**src/rtl/led_display_pattern_gen.sv**
```systemverilog
// led_display_pattern_gen: test-pattern source that streams LED matrix row pairs
// (upper row y, lower row y+NUM_ROW_PIXELS/2) over a valid/ready handshake.
// Optional build macro PATTERN_GEN_SCROLL_EN: stripe and checkerboard patterns
// scroll one column per animation step.
module led_display_pattern_gen #(
    parameter int unsigned SYS_CLK_FREQ   = 100_000_000,
    parameter int unsigned NUM_ROW_PIXELS = 32,
    parameter int unsigned NUM_COL_PIXELS = 64,
    parameter int unsigned STEP_HZ        = 4
) (
    input  logic                        clk_in,
    input  logic                        n_reset_in,
    input  logic [3:0]                  mode_in,
    output logic [6*NUM_COL_PIXELS-1:0] row_out,
    output logic                        row_valid_out,
    input  logic                        row_ready_in
);

    localparam int unsigned N           = NUM_COL_PIXELS;
    localparam int unsigned PAIR_W      = 6 * N;
    localparam int unsigned HALF_ROWS   = NUM_ROW_PIXELS / 2;
    localparam int unsigned Y_W         = (HALF_ROWS > 1) ? $clog2(HALF_ROWS) : 1;
    localparam int unsigned STEP_P      = SYS_CLK_FREQ / STEP_HZ;
    localparam int unsigned CNT_W       = (STEP_P > 1) ? $clog2(STEP_P) : 1;
    localparam int unsigned S_W         = 3;
    localparam int unsigned NUM_COLOURS = 7;
    localparam int unsigned O_W         = (N > 1) ? $clog2(N) : 1;

    typedef enum logic [0:0] {
        ST_IDLE = 1'b0,
        ST_RUN  = 1'b1
    } state_t;

    state_t            state;
    state_t            state_nxt;
    logic              load_c;
    logic [Y_W-1:0]    y;
    logic [Y_W-1:0]    y_load_c;
    logic [CNT_W-1:0]  step_cnt;
    logic [S_W-1:0]    step_idx;
    logic              step_tick_c;
    logic [2:0]        colour_c;
    logic [2:0]        rgb_c;
    logic [PAIR_W-1:0] pair_c;
    int unsigned       row_abs_c;
    int unsigned       col_c;
    int unsigned       ofs_c;

    assign step_tick_c = (step_cnt == CNT_W'(STEP_P - 1));

    // Free-running animation divider; step index cycles through the seven colours
    always_ff @(posedge clk_in or negedge n_reset_in) begin
        if (!n_reset_in) begin
            step_cnt <= '0;
            step_idx <= '0;
        end else if (step_tick_c) begin
            step_cnt <= '0;
            step_idx <= (step_idx == S_W'(NUM_COLOURS - 1)) ? '0 : step_idx + S_W'(1);
        end else begin
            step_cnt <= step_cnt + CNT_W'(1);
        end
    end

`ifdef PATTERN_GEN_SCROLL_EN
    logic [O_W-1:0] col_ofs;

    // Horizontal scroll offset, one column per animation step
    always_ff @(posedge clk_in or negedge n_reset_in) begin
        if (!n_reset_in) begin
            col_ofs <= '0;
        end else if (step_tick_c) begin
            col_ofs <= (col_ofs == O_W'(N - 1)) ? '0 : col_ofs + O_W'(1);
        end
    end

    assign ofs_c = 32'(col_ofs);
`else
    assign ofs_c = 32'd0;
`endif

    // State register: idle until the first row has been loaded after reset
    always_ff @(posedge clk_in or negedge n_reset_in) begin
        if (!n_reset_in) begin
            state <= ST_IDLE;
        end else begin
            state <= state_nxt;
        end
    end

    // Next-state logic
    always_comb begin
        state_nxt = state;
        case (state)
            ST_IDLE: state_nxt = ST_RUN;
            ST_RUN:  state_nxt = ST_RUN;
            default: state_nxt = ST_IDLE;
        endcase
    end

    // Load decision and which row pair to load
    always_comb begin
        load_c   = 1'b0;
        y_load_c = y;
        case (state)
            ST_IDLE: begin
                load_c   = 1'b1;
                y_load_c = '0;
            end
            ST_RUN: begin
                if (row_ready_in) begin
                    load_c   = 1'b1;
                    y_load_c = (y == Y_W'(HALF_ROWS - 1)) ? '0 : y + Y_W'(1);
                end
            end
            default: begin
                load_c   = 1'b0;
                y_load_c = y;
            end
        endcase
    end

    // Colour-cycle lookup, bit0=red bit1=green bit2=blue
    always_comb begin
        colour_c = 3'b000;
        case (step_idx)
            3'd0:    colour_c = 3'b001;
            3'd1:    colour_c = 3'b010;
            3'd2:    colour_c = 3'b100;
            3'd3:    colour_c = 3'b011;
            3'd4:    colour_c = 3'b110;
            3'd5:    colour_c = 3'b101;
            3'd6:    colour_c = 3'b111;
            default: colour_c = 3'b000;
        endcase
    end

    // Pattern generator for the row pair about to be loaded
    always_comb begin
        pair_c    = '0;
        row_abs_c = 32'd0;
        col_c     = 32'd0;
        rgb_c     = 3'b000;
        for (int unsigned half = 0; half < 2; half++) begin
            row_abs_c = 32'(y_load_c) + half * HALF_ROWS;
            for (int unsigned c = 0; c < N; c++) begin
                col_c = c + ofs_c;
                if (col_c >= N) begin
                    col_c = col_c - N;
                end
                case (mode_in)
                    4'd1:    rgb_c = 3'b001;
                    4'd2:    rgb_c = 3'b010;
                    4'd3:    rgb_c = 3'b100;
                    4'd4:    rgb_c = 3'b111;
                    4'd5:    rgb_c = (((col_c >> 2) & 32'd1) == 32'd0) ? 3'b111 : 3'b000;
                    4'd6:    rgb_c = ((((col_c ^ row_abs_c) >> 2) & 32'd1) == 32'd0) ? 3'b111 : 3'b000;
                    4'd7:    rgb_c = colour_c;
                    default: rgb_c = 3'b000;
                endcase
                for (int unsigned p = 0; p < 3; p++) begin
                    pair_c = pair_c | (PAIR_W'(rgb_c[p]) << ((half * 3 + p) * N + c));
                end
            end
        end
    end

    // Output registers: row pair, valid flag and row counter update on each load
    always_ff @(posedge clk_in or negedge n_reset_in) begin
        if (!n_reset_in) begin
            row_out       <= '0;
            row_valid_out <= 1'b0;
            y             <= '0;
        end else if (load_c) begin
            row_out       <= pair_c;
            row_valid_out <= 1'b1;
            y             <= y_load_c;
        end
    end

endmodule

```
**config.mk**
```make
export PLATFORM = sky130hd
export DESIGN_NAME = led_display_pattern_gen
export DESIGN_NICKNAME = d
export VERILOG_FILES = /design/src/rtl/led_display_pattern_gen.sv
export SDC_FILE = /design/constraint.sdc
export NUM_CORES = 1
export LEC_CHECK = 0
export ABC_CLOCK_PERIOD_IN_PS = 3700
export CORE_AREA = 2 2 154 156
export CTS_BUF_LIST = sky130_fd_sc_hd__clkbuf_16
export DETAILED_ROUTE_END_ITERATION = 16
export DIE_AREA = 0 0 156 158
export PLACE_DENSITY = 0.58
export SKIP_CTS_REPAIR_TIMING = 1
export SLEW_MARGIN = 20
export SYNTH_ARGS = -nofsm -noshare
export SYNTH_HDL_FRONTEND = slang
export SYNTH_SLANG_ARGS = --single-unit
```
**constraint.sdc**
```tcl
create_clock -name clk_in -period 3.7 [get_ports clk_in]
set_clock_uncertainty 0.1 [all_clocks]
set_input_delay 1.11 -clock clk_in [delete_from_list [all_inputs] [get_ports clk_in]]
set_output_delay 1.11 -clock clk_in [all_outputs]
set_load 0.005 [all_outputs]
```
==> results.cfg <==
[critical_path]
path_class = register to output port
reg2reg_slack_ns = 1.33
end_kind = output port
crit_fanout = 27
r2r.worst_path.cells = 5
rr_endpoint = step_idx[0]
startpoint_type = register
critPathArrivalTime_ns = 1.78
crit_required_ns = 2.49
r2r-start = step_cnt[0]

[clock_tree]
clk_latency_ns = 0.28
cts_buffer_depth = 2
root_buffer = clkbuf_16
numCtsBuffers = 5
cts_tree = done
htree_levels = 2
clk_pin_slew_worst_paths_ns = 0.06
clock_sinks = 40

[placement]
gp_congestion = 0.7049
port_buffers = 391
hpwl_um = 8296

[floorplan]
die_h_um = 158
rows = 56
die_x_um = 156
coreArea_mm2 = 0.02305
io_pins = 392
die-area_mm2 = 0.02465
start_util = 0.2148

[route]
vias_per_cell = 3.499
drc_errors = 0
drt-initial-drc-count = 162
wirelength_um = 10880
postRouteAntennaNets = 0
dr.pass1.iters = 4
num_vias = 3174
wl_per_cell_um = 11.99

[timing]
rsz0062_at_grt = false
final_max_slew_viol_count = 0
setup_violations = 0
hold_slack_ns = 0.3774
period_share = 0.8081
worst_slew_pin_slew_ns = 0.9282
max_slew_margin = 0.3812
fmax_ghz = 0.3344
hold_violations = 0
finalCriticalPeriod_ns = 2.990
setup_tns_ns = 0

[finish]
n_antenna_cell = 0
nets = 626
nFillCells = 2401
drive_gt1_frac = 0.04376
syn2layout_area_growth_pct = 32.77

[global_routing]
grt.met3_usage = 0.01615
grt_pass1_vias = 2485
antenna_found_initial = 1
grt_usage = 0.06973
busiest_layer = met2
met2_usage = 0.1346
grt_start_max_net_pins = 66
grt_pass1_wl_um = 14160
met1_usage = 0.08120
gr-total-overflow = 0

[logic_synthesis]
synth_top_cell_by_area = buf_4
synth_top_area_frac = 0.5730
synthCells = 596
synth-seq-cells = 40
synth_area_mm2 = 0.004952
synth_compound_area_frac = 0.05129
async_reset_ff_frac = 1.000
syn_nets = 606
yosysMostFrequentCell = buf_4
synth_edf_count = 0
ys_warn_count = 0
synth.top_cells.by_count = buf_4 (378), dfrtp_1 (40), nor2_1 (17), nand2_1 (15), o21ai_0 (12)
synth.area.top_cells = buf_4 (57%), dfrtp_1 (20%), xnor2_1 (1.8%)
synth-simple-area-share = 0.1071
seq_area_frac_synth = 0.2021
avgSynthCellArea_um2 = 8.309
synth_top_family_by_area = buffers and inverters
yosysUniqueCellTypes = 45
synth_ff_type = dfrtp_1
synthMuxAreaShare = 0.01465
synthXorXnorAreaFrac = 0.03007
synth_adder_area_share = 0.007580

[job]
drv_cap = 0

[power_and_ir_drop]
vdd_ir_drop_max_mv = 0.1374
cellLeakagePower_uw = 0.002370
pwr_density_cell_mw_per_mm2 = 223.2

[hold_path]
min_path_cells = 1
holdPathEnd = step_cnt[24]
holdCritPathClass = register to register
worstHoldStart = step_cnt[24]

[outcome]
status = finished clean
[state kept, by name (all words and copies together), names as in the netlist]
name and count:
row_out 6, state 1, row_valid_out 1, y 4, step_idx 3, step_cnt 25
[report_power, final]
group / leakage [µW] / switching (µW) / internal [µW]
combinational: 0.00177 / 193 / 394
sequential: 0.000527 / 8.40 / 444
clock: 0.0000736 / 180 / 249
[per-stage QoR]
stage	cells	total power [µW]	cell area, µm²	util	setup slack (ns)
after floorplan	596	895.9	4952	-	0.9473
after global placement	899	1059	6431	0.2790	0.8519
after detailed placement	899	1060	6431	0.2790	0.8372
after CTS	907	1499	6575	0.2852	0.6720
after global routing	907	1549	6575	0.2852	0.5597
final	907	1467	6575	0.2852	0.7100
[per-layer routing]
layer  up-vias  part of all wire
met5         -            0.0012
met4         2                 0
met3         2             0.062
met2       134              0.54
met1      1458              0.40
li1       1578                 -
[logic make-up after synthesis]
group / Yosys count
AO/OA/AOI/OAI: 39
XOR/XNOR: 17
adder cells (fa/ha/maj): 3
buffers and inverters: 395
flip-flops: 40
multiplexers: 7
other: 1
AND/OR/NAND/NOR: 94
[final cells by class]
class	instances	area, µm²	share of cell area
Multi-Input combinational cell	161	1047	0.1593
Clock buffer	5	125.1	0.01903
Inverter	9	33.78	0.005138
Sequential cell	40	1006	0.1530
Clock inverter	3	18.77	0.002854
Tap cell	290	362.8	0.05519
Timing Repair Buffer	399	3981	0.6055
[worst max path at each step]
stage                               to          from  slack, ns  depth (start not counted)
after detailed placement  row_out[251]    mode_in[2]       0.84                          5
final                      row_out[87]  row_out[319]       0.71                          2
after floorplan           row_out[104]  row_out[315]       0.95                          1
after global placement    row_out[251]    mode_in[2]       0.85                          5
after CTS                 row_out[292]  row_out[319]       0.67                          2
after global routing      row_out[292]  row_out[319]       0.56                          2
[cell usage in the layout (no fill, tap or decap), drive strengths merged, types with 3 or more instances in the layout]
master | Yosys | routed
a21oi | 8 | 8
and2 | 6 | 6
buf | 380 | 9
clkbuf | 6 | 5
clkdlybuf4s50 | 0 | 390
clkinv | 0 | 3
dfrtp | 40 | 40
ha | 3 | 3
inv | 9 | 9
mux2i | 5 | 5
nand2 | 15 | 15
nand2b | 5 | 5
nand3 | 5 | 5
nand4 | 9 | 9
nor2 | 17 | 17
nor2b | 6 | 6
nor3 | 6 | 6
nor4 | 5 | 5
o211ai | 5 | 5
o21ai | 12 | 12
or3 | 5 | 5
xnor2 | 10 | 10
xor2 | 7 | 7
[critical path, cell delays in order (launching register included)]
cell and delay (ns):
dfrtp_2 0.61, buf_4 0.33, clkdlybuf4s50_1 0.55
No activity file was read; power rests on OpenSTA's default activity.
